--- src/rtl/dma_addr_pkg.sv ---
// dma_addr_pkg
//   Shared types for the DMA burst address generator:
//   - addr_mode_e : per-channel address stepping mode (value 3 is reserved)
//   - state_e     : burst FSM state encoding
package dma_addr_pkg;

  typedef enum logic [1:0] {
    MODE_INCR  = 2'd0,
    MODE_FIXED = 2'd1,
    MODE_WRAP  = 2'd2
  } addr_mode_e;

  typedef enum logic [1:0] {
    ST_IDLE = 2'd0,
    ST_RUN  = 2'd1,
    ST_DONE = 2'd2
  } state_e;

endpackage

--- src/rtl/dma_addr_step.sv ---
// dma_addr_step
//   Combinational next-address calculation for one DMA channel.
//   Ports:
//     addr_i   : current address
//     stride_i : unsigned per-beat increment
//     mode_i   : addr_mode_e encoding (3 is reserved and holds like FIXED)
//     addr_o   : address for the following beat
module dma_addr_step
  import dma_addr_pkg::*;
#(
  parameter int ADDR_WIDTH   = 16,
  parameter int STRIDE_WIDTH = 8,
  parameter int WRAP_LOG2    = 6
) (
  input  logic [ADDR_WIDTH-1:0]   addr_i,
  input  logic [STRIDE_WIDTH-1:0] stride_i,
  input  logic [1:0]              mode_i,
  output logic [ADDR_WIDTH-1:0]   addr_o
);

  logic [ADDR_WIDTH-1:0] incr_addr_s;
  logic [WRAP_LOG2-1:0]  wrap_low_s;

  // Both candidate results; the sums truncate, which gives the modulo wrap for free.
  assign incr_addr_s = addr_i + ADDR_WIDTH'(stride_i);
  assign wrap_low_s  = addr_i[WRAP_LOG2-1:0] + WRAP_LOG2'(stride_i);

  // Select the next address according to the channel mode.
  always_comb begin
    addr_o = addr_i;
    case (mode_i)
      MODE_INCR:  addr_o = incr_addr_s;
      MODE_FIXED: addr_o = addr_i;
      MODE_WRAP:  addr_o = {addr_i[ADDR_WIDTH-1:WRAP_LOG2], wrap_low_s};
      default:    addr_o = addr_i;
    endcase
  end

endmodule

--- src/rtl/dma_burst_addr_gen.sv ---
// dma_burst_addr_gen
//   Burst address generator: a start command latches source/destination
//   bases, beat count, stride and per-channel modes, then one address pair
//   per beat is offered on a valid/ready stream.
//   Ports:
//     clk_i, resetn_i           : clock, asynchronous active-low reset
//     start_i .. dst_mode_i     : command inputs, sampled only in IDLE
//     abort_i                   : ends an active burst early
//     addr_valid_o/addr_ready_i : address stream handshake
//     src_addr_o, dst_addr_o    : current address pair
//     beat_idx_o, last_o        : beat index and final-beat flag
//     busy_o, done_o, aborted_o : status (done_o is a one-cycle pulse)
module dma_burst_addr_gen
  import dma_addr_pkg::*;
#(
  parameter int ADDR_WIDTH   = 16,
  parameter int LEN_WIDTH    = 8,
  parameter int STRIDE_WIDTH = 8,
  parameter int WRAP_LOG2    = 6
) (
  input  logic                    clk_i,
  input  logic                    resetn_i,
  input  logic                    start_i,
  input  logic [ADDR_WIDTH-1:0]   src_addr_i,
  input  logic [ADDR_WIDTH-1:0]   dst_addr_i,
  input  logic [LEN_WIDTH-1:0]    len_i,
  input  logic [STRIDE_WIDTH-1:0] stride_i,
  input  logic [1:0]              src_mode_i,
  input  logic [1:0]              dst_mode_i,
  input  logic                    abort_i,
  output logic                    addr_valid_o,
  input  logic                    addr_ready_i,
  output logic [ADDR_WIDTH-1:0]   src_addr_o,
  output logic [ADDR_WIDTH-1:0]   dst_addr_o,
  output logic [LEN_WIDTH-1:0]    beat_idx_o,
  output logic                    last_o,
  output logic                    busy_o,
  output logic                    done_o,
  output logic                    aborted_o
);

  state_e                  state_q, state_d;
  logic [LEN_WIDTH-1:0]    len_q, len_d;
  logic [STRIDE_WIDTH-1:0] stride_q, stride_d;
  logic [1:0]              src_mode_q, src_mode_d;
  logic [1:0]              dst_mode_q, dst_mode_d;
  logic [ADDR_WIDTH-1:0]   src_addr_q, src_addr_d;
  logic [ADDR_WIDTH-1:0]   dst_addr_q, dst_addr_d;
  logic [LEN_WIDTH-1:0]    beat_idx_q, beat_idx_d;
  logic                    valid_q, valid_d;
  logic                    last_q, last_d;
  logic                    busy_q, busy_d;
  logic                    done_q, done_d;
  logic                    aborted_q, aborted_d;

  logic [ADDR_WIDTH-1:0]   src_next_s;
  logic [ADDR_WIDTH-1:0]   dst_next_s;
  logic [LEN_WIDTH-1:0]    idx_next_s;
  logic                    hs_s;

  dma_addr_step #(
    .ADDR_WIDTH  (ADDR_WIDTH),
    .STRIDE_WIDTH(STRIDE_WIDTH),
    .WRAP_LOG2   (WRAP_LOG2)
  ) u_src_step (
    .addr_i  (src_addr_q),
    .stride_i(stride_q),
    .mode_i  (src_mode_q),
    .addr_o  (src_next_s)
  );

  dma_addr_step #(
    .ADDR_WIDTH  (ADDR_WIDTH),
    .STRIDE_WIDTH(STRIDE_WIDTH),
    .WRAP_LOG2   (WRAP_LOG2)
  ) u_dst_step (
    .addr_i  (dst_addr_q),
    .stride_i(stride_q),
    .mode_i  (dst_mode_q),
    .addr_o  (dst_next_s)
  );

  assign hs_s       = valid_q & addr_ready_i;
  assign idx_next_s = beat_idx_q + LEN_WIDTH'(1);

  // Next-state and next-output computation for the burst FSM.
  always_comb begin
    state_d    = state_q;
    len_d      = len_q;
    stride_d   = stride_q;
    src_mode_d = src_mode_q;
    dst_mode_d = dst_mode_q;
    src_addr_d = src_addr_q;
    dst_addr_d = dst_addr_q;
    beat_idx_d = beat_idx_q;
    valid_d    = valid_q;
    last_d     = last_q;
    busy_d     = busy_q;
    done_d     = 1'b0;
    aborted_d  = aborted_q;

    case (state_q)
      ST_IDLE: begin
        busy_d    = 1'b0;
        aborted_d = 1'b0;
        valid_d   = 1'b0;
        last_d    = 1'b0;
        if (start_i) begin
          len_d      = len_i;
          stride_d   = stride_i;
          src_mode_d = src_mode_i;
          dst_mode_d = dst_mode_i;
          src_addr_d = src_addr_i;
          dst_addr_d = dst_addr_i;
          beat_idx_d = {LEN_WIDTH{1'b0}};
          busy_d     = 1'b1;
          if (len_i != {LEN_WIDTH{1'b0}}) begin
            state_d = ST_RUN;
            valid_d = 1'b1;
            last_d  = (len_i == LEN_WIDTH'(1));
          end else begin
            // Empty command: straight to completion, no beats offered.
            state_d = ST_DONE;
            done_d  = 1'b1;
          end
        end else begin
          state_d = ST_IDLE;
        end
      end

      ST_RUN: begin
        if (hs_s) begin
          beat_idx_d = idx_next_s;
          src_addr_d = src_next_s;
          dst_addr_d = dst_next_s;
          last_d     = (idx_next_s == (len_q - LEN_WIDTH'(1)));
        end else begin
          beat_idx_d = beat_idx_q;
        end
        // An abort wins even when it lands on the final handshake.
        if ((hs_s && last_q) || abort_i) begin
          state_d   = ST_DONE;
          valid_d   = 1'b0;
          last_d    = 1'b0;
          done_d    = 1'b1;
          aborted_d = abort_i;
        end else begin
          state_d = ST_RUN;
        end
      end

      ST_DONE: begin
        state_d   = ST_IDLE;
        busy_d    = 1'b0;
        aborted_d = 1'b0;
        valid_d   = 1'b0;
        last_d    = 1'b0;
      end

      default: begin
        state_d   = ST_IDLE;
        busy_d    = 1'b0;
        aborted_d = 1'b0;
        valid_d   = 1'b0;
        last_d    = 1'b0;
      end
    endcase
  end

  // State, command and output registers.
  always_ff @(posedge clk_i or negedge resetn_i) begin
    if (!resetn_i) begin
      state_q    <= ST_IDLE;
      len_q      <= {LEN_WIDTH{1'b0}};
      stride_q   <= {STRIDE_WIDTH{1'b0}};
      src_mode_q <= 2'd0;
      dst_mode_q <= 2'd0;
      src_addr_q <= {ADDR_WIDTH{1'b0}};
      dst_addr_q <= {ADDR_WIDTH{1'b0}};
      beat_idx_q <= {LEN_WIDTH{1'b0}};
      valid_q    <= 1'b0;
      last_q     <= 1'b0;
      busy_q     <= 1'b0;
      done_q     <= 1'b0;
      aborted_q  <= 1'b0;
    end else begin
      state_q    <= state_d;
      len_q      <= len_d;
      stride_q   <= stride_d;
      src_mode_q <= src_mode_d;
      dst_mode_q <= dst_mode_d;
      src_addr_q <= src_addr_d;
      dst_addr_q <= dst_addr_d;
      beat_idx_q <= beat_idx_d;
      valid_q    <= valid_d;
      last_q     <= last_d;
      busy_q     <= busy_d;
      done_q     <= done_d;
      aborted_q  <= aborted_d;
    end
  end

  assign addr_valid_o = valid_q;
  assign src_addr_o   = src_addr_q;
  assign dst_addr_o   = dst_addr_q;
  assign beat_idx_o   = beat_idx_q;
  assign last_o       = last_q;
  assign busy_o       = busy_q;
  assign done_o       = done_q;
  assign aborted_o    = aborted_q;

endmodule
--- config.mk ---
export PLATFORM = sky130hd
export DESIGN_NAME = dma_burst_addr_gen
export DESIGN_NICKNAME = d
export VERILOG_FILES = /design/src/rtl/dma_addr_pkg.sv /design/src/rtl/dma_addr_step.sv /design/src/rtl/dma_burst_addr_gen.sv
export SDC_FILE = /design/constraint.sdc
export NUM_CORES = 1
export LEC_CHECK = 0
export ABC_AREA = 1
export BUFFER_PORTS_ARGS = -buffer_cell sky130_fd_sc_hd__clkbuf_2
export CORE_MARGIN = 2
export CORE_UTILIZATION = 55
export DETAILED_ROUTE_END_ITERATION = 10
export GPL_ROUTABILITY_DRIVEN = 0
export GPL_TIMING_DRIVEN = 0
export PLACE_DENSITY = 0.86
export SYNTH_ARGS = -nofsm -noshare
export SYNTH_HDL_FRONTEND = slang
export SYNTH_SLANG_ARGS = --single-unit
--- constraint.sdc ---
create_clock -name clk_i -period 3 [get_ports clk_i]
set_clock_uncertainty 0.05 [all_clocks]
set_input_delay 0.3 -clock clk_i [delete_from_list [all_inputs] [get_ports clk_i]]
set_output_delay 0.3 -clock clk_i [all_outputs]
set_load 0.03 [all_outputs]
==> reports/qor.log, run 1 <==
[outcome] outcome completed
[floorplan] starting density of the core 0.569
[timing] fin crit period 2720 ps
[final_layout] post-layout net count 783
[clock_network] buffers inserted by post-CTS timing repair 0
[floorplan] core box area 7770 µm²
[final_layout] antenna diode count 0
[global_routing] antenna violations before repair 0
[yosys] per-instance average area after synthesis 7.46 µm²
[clock_network] number of H-tree levels 3
[global_routing] wire length of the first global-routing pass 19,900 µm
[yosys] top_reg_cell synth sky130_fd_sc_hd__dfrtp_1
[final_layout] Layout Area Growth over Synthesis 19.9%
[pwr] fraction of power consumed by the clock network 0.126
[yosys] Syn. warnings 0
[routing] Routed wire per std cell 14.8 µm
[global_routing] vias in the first global route 4,372
[place] total placed instance area 5080 µm²
[yosys] cell type with the highest aggregate area in the netlist sky130_fd_sc_hd__dfrtp_1
[clock_network] clock-pin slew on the worst setup and hold paths 70 ps
[global_routing] global route overflow 0
[pwr] cell internal pwr 0.00307 W
[final_layout] final cell area excluding filler cells 5290 µm²
[timing] final number of max-transition violations 0
[setup_path] path depth of the worst reg2reg path 12
[place] post-detailed-placement half-perimeter wirelength 9130 µm
[timing] Achievable Freq 367 MHz
[routing] via count normalized by instance count 5.60
[yosys] post-synthesis async set-or-reset flop share 1.00
[global_routing] largest net degree at the start of global routing 53
[pwr] peak ir drop on the vdd network 693 µV
[floorplan] overall die height 93.6 µm
[pwr] share of power burned in registers 0.265
[routing] final routed DRC violation total 0
[yosys] count of state elements after synthesis 66
[timing] RSZ-0062 raised after global routing false
[yosys] number of enable flip-flop cells after synthesis 0
[final_layout] commonest cells after routing, fill and taps aside sky130_fd_sc_hd__nand2_1, sky130_fd_sc_hd__clkbuf_2, sky130_fd_sc_hd__inv_1
[yosys] unique cell type count in the Yosys netlist 47
[final_layout] share of post-route cells with drive strength above 1 0.217
[routing] first-iteration detailed-routing DRC count 399
[clock_network] TritonCTS clock tree yes
[floorplan] Placement Rows 32
[setup_path] startpoint type of the worst setup path flop
[floorplan] die area 8760 µm²
[place] I/O Buffers 101
[timing] total negative setup slack 0 ps
[pwr] switching power summed over all nets 0.00328 W
[pwr] switching portion of total power 0.517
[run] max-cap viol count 0
[setup_path] arrival time worst endpoint 2930 ps
[routing] total wire length 12,000 µm
[pwr] areal power density over the cells 1200 nW/µm²
[setup_path] endpoint type of the worst setup path flop
[clock_network] clock sink count 66
[final_layout] most common cell after layout, fill and taps aside sky130_fd_sc_hd__nand2_1
[yosys] Synth top area share 0.374
[timing] headroom to the max-slew limit 0.583
[setup_path] category of the most critical setup path flop to flop
[timing] transition time at the pin with the least slew margin 626 ps
[clock_network] clock latency on the worst-skew pair 350 ps
[setup_path] required arrival time at the worst endpoint 3210 ps
[global_routing] combined global-route utilization of all metal layers 0.287
[hold_path] worst hold path type input port to flop
[clock_network] number of clock buffers inserted by TritonCTS 9
[floorplan] Die Span X 93.6 µm
[yosys] sequential cell area fraction in the yosys report 0.374
[routing] number of nets still failing antenna checks after routing 0
[floorplan] I/O pin total 102
[hold_path] Hold Path Stages 3
[clock_network] buffer depth of the longest clock path 2
[yosys] number of cells produced by synthesis 592
[setup_path] critical path peak fanout 4
[pwr] Leakage Power 2.78 nW
[timing] period utilization 0.908
[final_layout] FILL cells 659
[final_layout] Finished Core Util 0.682
[routing] number of detailed-route iterations in the first pass 5
[routing] total vias in the final route 4,548
[clock_network] CTS Root Buffer Type sky130_fd_sc_hd__clkbuf_8
[yosys] net count after synthesis 669
[yosys] summed instance area of the synthesized netlist 4420 µm²
[yosys] ranking of synthesized cells by area sky130_fd_sc_hd__dfrtp_1, sky130_fd_sc_hd__nand2_1, sky130_fd_sc_hd__nand3_1, sky130_fd_sc_hd__inv_1, sky130_fd_sc_hd__ha_1
[pwr] relative contribution of combinational cells to total power 0.609
[timing] final setup vio count 0
[timing] final hold viol count 0
==> final cells by class <==
| type | instances | area, µm² | share of cell area |
|---|---|---|---|
| repair buffers | 103 | 546 | 0.103 |
| inverters | 74 | 283 | 0.0534 |
| clock inverters | 2 | 35.0 | 0.00662 |
| multi-input cells | 438 | 2390 | 0.452 |
| clock buffers | 13 | 169 | 0.0319 |
| flip-flops and latches | 66 | 1650 | 0.312 |
| well taps | 102 | 128 | 0.0241 |
| plain buffers | 14 | 87.6 | 0.0165 |
==> registers in the layout (all words and copies together), names as in the netlist <==
register,flops
dst_addr_o,16
src_addr_o,16
beat_idx_o,8
len_q,8
stride_q,8
dst_mode_q,2
src_mode_q,2
aborted_o,1
addr_valid_o,1
busy_o,1
done_o,1
last_o,1
state_q,1
==> worst paths after layout <==
kind	from	end	slack [ps]
worst min-delay path	src_mode_i[1]	src_mode_q[1]$_DFFE_PN0P_	110
max in group asynchronous	resetn_i	dst_addr_o[14]$_DFFE_PN0P_	2010
worst min register to register	busy_o$_DFFE_PN0N_	busy_o$_DFFE_PN0N_	420
worst max register to register	dst_addr_o[0]$_DFFE_PN0P_	dst_addr_o[14]$_DFFE_PN0P_	280
min in group asynchronous	resetn_i	src_addr_o[1]$_DFFE_PN0P_	350
worst max-delay path	dst_addr_o[0]$_DFFE_PN0P_	dst_addr_o[14]$_DFFE_PN0P_	280
==> per-stage QoR <==
step	hold slack [ps]	std cells	setup WS, ps	total power [W]
after CTS	104	812	343	0.00631
after global placement	417	795	572	0.00531
after global routing	117	812	23.4	0.00687
after detailed placement	169	796	438	0.00548
after floorplan	-45.6	592	670	0.00450
final	109	812	277	0.00635
==> repair_timing <==
item,in CTS,in global routing
hold buffers,1,0
endpoints found under the hold margin,14,0
gates resized for setup,0,0
==> synth_stat cells, types with 3 or more instances <==
cell                        number
sky130_fd_sc_hd__nand2_1       167
sky130_fd_sc_hd__inv_1          67
sky130_fd_sc_hd__dfrtp_1        66
sky130_fd_sc_hd__nand3_1        51
sky130_fd_sc_hd__nor2_1         37
sky130_fd_sc_hd__a21oi_1        34
sky130_fd_sc_hd__o21ai_0        34
sky130_fd_sc_hd__ha_1           18
sky130_fd_sc_hd__xor2_1          8
sky130_fd_sc_hd__clkbuf_1        7
sky130_fd_sc_hd__nand4_1         7
sky130_fd_sc_hd__o22ai_1         7
sky130_fd_sc_hd__a22oi_1         6
sky130_fd_sc_hd__or2_2           6
sky130_fd_sc_hd__xnor2_1         6
sky130_fd_sc_hd__a21boi_0        5
sky130_fd_sc_hd__a21oi_2         5
sky130_fd_sc_hd__o211ai_1        5
sky130_fd_sc_hd__a21o_1          4
sky130_fd_sc_hd__inv_2           4
sky130_fd_sc_hd__nor3_1          4
sky130_fd_sc_hd__o21a_1          4
sky130_fd_sc_hd__o31ai_1         4
sky130_fd_sc_hd__a22oi_2         3
sky130_fd_sc_hd__a2bb2oi_1       3
sky130_fd_sc_hd__buf_2           3
==> worst max-delay path, stage by stage, from the launching register on <==
cell and delay, ps:
sky130_fd_sc_hd__dfrtp_1 390, sky130_fd_sc_hd__ha_1 180, sky130_fd_sc_hd__inv_1 60, sky130_fd_sc_hd__fa_1 350, sky130_fd_sc_hd__inv_1 70, sky130_fd_sc_hd__nand2_1 80
sky130_fd_sc_hd__o21ai_0 470, sky130_fd_sc_hd__nand3_1 270, sky130_fd_sc_hd__a21oi_1 340, sky130_fd_sc_hd__nand2_1 90, sky130_fd_sc_hd__nand2_1 70, sky130_fd_sc_hd__nand3_1 80
sky130_fd_sc_hd__a22oi_2 130
==> logic make-up after synthesis <==
group | Yosys count | share of synthesized area
AO/OA/AOI/OAI | 123 | 0.184
AND/OR/NAND/NOR | 281 | 0.270
buffers and inverters | 88 | 0.0838
flip-flops | 66 | 0.374
XOR/XNOR | 14 | 0.0278
adder cells (fa/ha/maj) | 20 | 0.0601
==> power groups by stage <==
stage | Clock, W | Combinational, W | Sequential [W]
after floorplan | 0 | 0.00242 | 0.00208
after global placement | 0 | 0.00364 | 0.00167
after detailed placement | 0 | 0.00380 | 0.00169
after CTS | 0.000804 | 0.00384 | 0.00167
after global routing | 0.000837 | 0.00430 | 0.00173
final | 0.000798 | 0.00387 | 0.00169
==> metal layers <==
layer	GRT usage	up-vias	part of all wire
li1	-	2192	-
met5	0	-	0
met3	0.0443	19	0.073
met2	0.495	200	0.50
met1	0.360	2137	0.41
met4	0.120	0	0.022
Note: power is estimated with default switching activity, not from simulation.
==> inputs of run 2 (changes only) <==
- CORE_UTILIZATION: 55 -> 56
- CTS_BUF_LIST: default -> sky130_fd_sc_hd__clkbuf_2 sky130_fd_sc_hd__clkbuf_4 sky130_fd_sc_hd__clkbuf_8
- PLACE_DENSITY: 0.86 -> 0.87
==> run 2 against run 1 <==
Compared with the run above: combinational power barely moved; register-to-register slack improved by 170 ps; hold slack got worse by 19 ps; largest cell class unchanged; via count fell by 0.46%; first-iteration DRC count fell by 23%; largest power group unchanged; clock power fell by 2%; critical path type unchanged; critical endpoint is now dst_addr_o[10]$_DFFE_PN0P_; cell area did not move; non-clock buffer count did not move.
==> reports/qor.log, run 2 (synthesis results as in run 1) <==
[hold_path] Hold Path Stages 3
[global_routing] combined global-route utilization of all metal layers 0.290
[run] max-cap viol count 0
[routing] Routed wire per std cell 14.6 µm
[final_layout] Reg area 1650 µm²
[pwr] areal power density over the cells 1190 nW/µm²
[clock_network] number of clock buffers inserted by TritonCTS 9
[floorplan] I/O pin total 102
[timing] transition time at the pin with the least slew margin 731 ps
[global_routing] wire length of the first global-routing pass 19,900 µm
[outcome] outcome completed
[clock_network] number of H-tree levels 3
[global_routing] global route overflow 0
[setup_path] required arrival time at the worst endpoint 3230 ps
[routing] total vias in the final route 4,527
[routing] first-iteration detailed-routing DRC count 306
[final_layout] multi-input logic area 2390 µm²
[setup_path] cell breakdown of the critical path ha_1 -> inv_1 -> fa_1 -> inv_1 -> nand2_1 -> o21ai_0 -> nand3_1 -> nand2_1 -> nand2_1 -> o21ai_0 -> o211ai_1 -> a21boi_0
[setup_path] arrival time worst endpoint 2780 ps
[final_layout] most common cell after layout, fill and taps aside sky130_fd_sc_hd__nand2_1
[routing] via count normalized by instance count 5.57
[global_routing] antenna violations before repair 0
[routing] final routed DRC violation total 0
[clock_network] clock latency on the worst-skew pair 360 ps
[timing] total negative setup slack 0 ps
[pwr] Leakage Power 2.77 nW
[global_routing] largest net degree at the start of global routing 55
[setup_path] launch point of the critical path stride_q[0]$_DFFE_PN0P_
[pwr] switching portion of total power 0.522
[pwr] fraction of power consumed by the clock network 0.124
[setup_path] category of the most critical setup path flop to flop
[setup_path] number of buffer and inverter stages on the critical path 2
[place] post-detailed-placement half-perimeter wirelength 9100 µm
[setup_path] endpoint type of the worst setup path flop
[floorplan] overall die height 92.8 µm
[pwr] share of power burned in registers 0.267
[clock_network] clock-pin slew on the worst setup and hold paths 90 ps
[setup_path] startpoint of the most critical register-to-register path stride_q[0]$_DFFE_PN0P_
[global_routing] GRT met2 Usage 0.484
[floorplan] Placement Rows 32
[place] total placed instance area 5080 µm²
[floorplan] starting density of the core 0.575
[timing] final setup vio count 0
[routing] number of detailed-route iterations in the first pass 5
[timing] headroom to the max-slew limit 0.513
[clock_network] buffer depth of the longest clock path 2
[pwr] peak ir drop on the vdd network 709 µV
[floorplan] die area 8610 µm²
[floorplan] core box area 7690 µm²
[hold_path] startpoint of the worst hold path stride_i[0]
[setup_path] kind of cell with the highest combined delay on the critical path compound AO/OA/AOI/OAI gates
[global_routing] global routing met1 resource utilization 0.359
[floorplan] Die Span X 92.8 µm
[clock_network] CTS Root Buffer Type sky130_fd_sc_hd__clkbuf_8
[timing] RSZ-0062 raised after global routing false
[global_routing] vias in the first global route 4,385
[setup_path] highest cell delay on the worst timing path 390 ps
[final_layout] final cell area excluding filler cells 5290 µm²
[timing] final hold viol count 0
[timing] Achievable Freq 392 MHz
[pwr] cell internal pwr 0.00302 W
[place] I/O Buffers 101
[setup_path] most frequent cell on the critical path sky130_fd_sc_hd__nand2_1
[routing] total wire length 11,900 µm
[final_layout] FILL cells 646
[final_layout] post-layout net count 783
[clock_network] TritonCTS clock tree yes
[setup_path] startpoint type of the worst setup path flop
[timing] period utilization 0.850
[pwr] switching power summed over all nets 0.00330 W
[setup_path] Crit path depth 12
[final_layout] share of post-route cells with drive strength above 1 0.219
[final_layout] Layout Area Growth over Synthesis 19.9%
[clock_network] clock sink count 66
[final_layout] antenna diode count 0
[setup_path] Max stage delay cell, worst path sky130_fd_sc_hd__dfrtp_1
[routing] number of nets still failing antenna checks after routing 0
[setup_path] path depth of the worst reg2reg path 12
[final_layout] commonest cells after routing, fill and taps aside sky130_fd_sc_hd__nand2_1, sky130_fd_sc_hd__clkbuf_2, sky130_fd_sc_hd__inv_1
[pwr] relative contribution of combinational cells to total power 0.609
[global_routing] most utilized layer in the global route result met2
[global_routing] met3 Resource Use GR 0.0749
[clock_network] buffers inserted by post-CTS timing repair 0
[timing] final number of max-transition violations 0
[hold_path] worst hold path type input port to flop
[setup_path] critical path peak fanout 3
[timing] fin crit period 2550 ps
==> run 2: worst paths after layout <==
| check | endpoint | slack, ps |
|---|---|---|
| worst max-delay path | dst_addr_o[10]$_DFFE_PN0P_ | 450 |
| worst min-delay path | stride_q[0]$_DFFE_PN0P_ | 90 |
| worst max register to register | dst_addr_o[10]$_DFFE_PN0P_ | 450 |
| worst min register to register | busy_o$_DFFE_PN0N_ | 440 |
| max in group asynchronous | aborted_o$_DFFE_PN0P_ | 2040 |
| min in group asynchronous | src_addr_o[0]$_DFFE_PN0P_ | 310 |
==> run 2: metrics by stage <==
stage	setup slack, ps	hold slack [ps]	total power, W	utilization	cells
6_report	451	90.0	0.00632	0.689	813
5_1_grt	165	98.0	0.00684	0.689	813
4_1_cts	451	91.4	0.00629	0.689	813
3_5_place_dp	465	154	0.00549	0.661	796
3_3_place_gp	575	417	0.00531	0.657	795
2_1_floorplan	670	-45.6	0.00450	-	592
==> run 2: area by class of cell <==
type / instances / share of cell area
buffer: 14 / 0.0165
clock buffer: 10 / 0.0260
clock inverter: 6 / 0.0125
inverter: 74 / 0.0534
multi-input combinational: 438 / 0.452
sequential: 66 / 0.312
tap: 102 / 0.0241
timing repair buffer: 103 / 0.103
==> run 2: what timing repair did <==
action,4_1_cts,5_1_grt
hold buffers,1,0
resized for setup,0,0
endpoints found under the hold margin,12,0
==> run 2: worst reg2reg max path, stage by stage, from the launching register on <==
cell	delay (ps)
sky130_fd_sc_hd__dfrtp_1	390
sky130_fd_sc_hd__ha_1	180
sky130_fd_sc_hd__inv_1	60
sky130_fd_sc_hd__fa_1	360
sky130_fd_sc_hd__inv_1	90
sky130_fd_sc_hd__nand2_1	80
sky130_fd_sc_hd__o21ai_0	390
sky130_fd_sc_hd__nand3_1	220
sky130_fd_sc_hd__nand2_1	100
sky130_fd_sc_hd__nand2_1	90
sky130_fd_sc_hd__o21ai_0	190
sky130_fd_sc_hd__o211ai_1	110
sky130_fd_sc_hd__a21boi_0	160
==> run 2: routing by layer <==
metal | vias to the layer above | part of all wire
met5 | - | 0
li1 | 2190 | -
met1 | 2133 | 0.41
met3 | 25 | 0.076
met2 | 179 | 0.49
met4 | 0 | 0.023
==> run 2: power by group through the flow <==
stage,Clock (W),Combinational (W),Sequential [W]
floorplan,0,0.00242,0.00208
CTS,0.000785,0.00383,0.00168
global route,0.000816,0.00428,0.00174
detailed placement,0,0.00380,0.00169
finish,0.000782,0.00385,0.00169
global placement,0,0.00363,0.00167
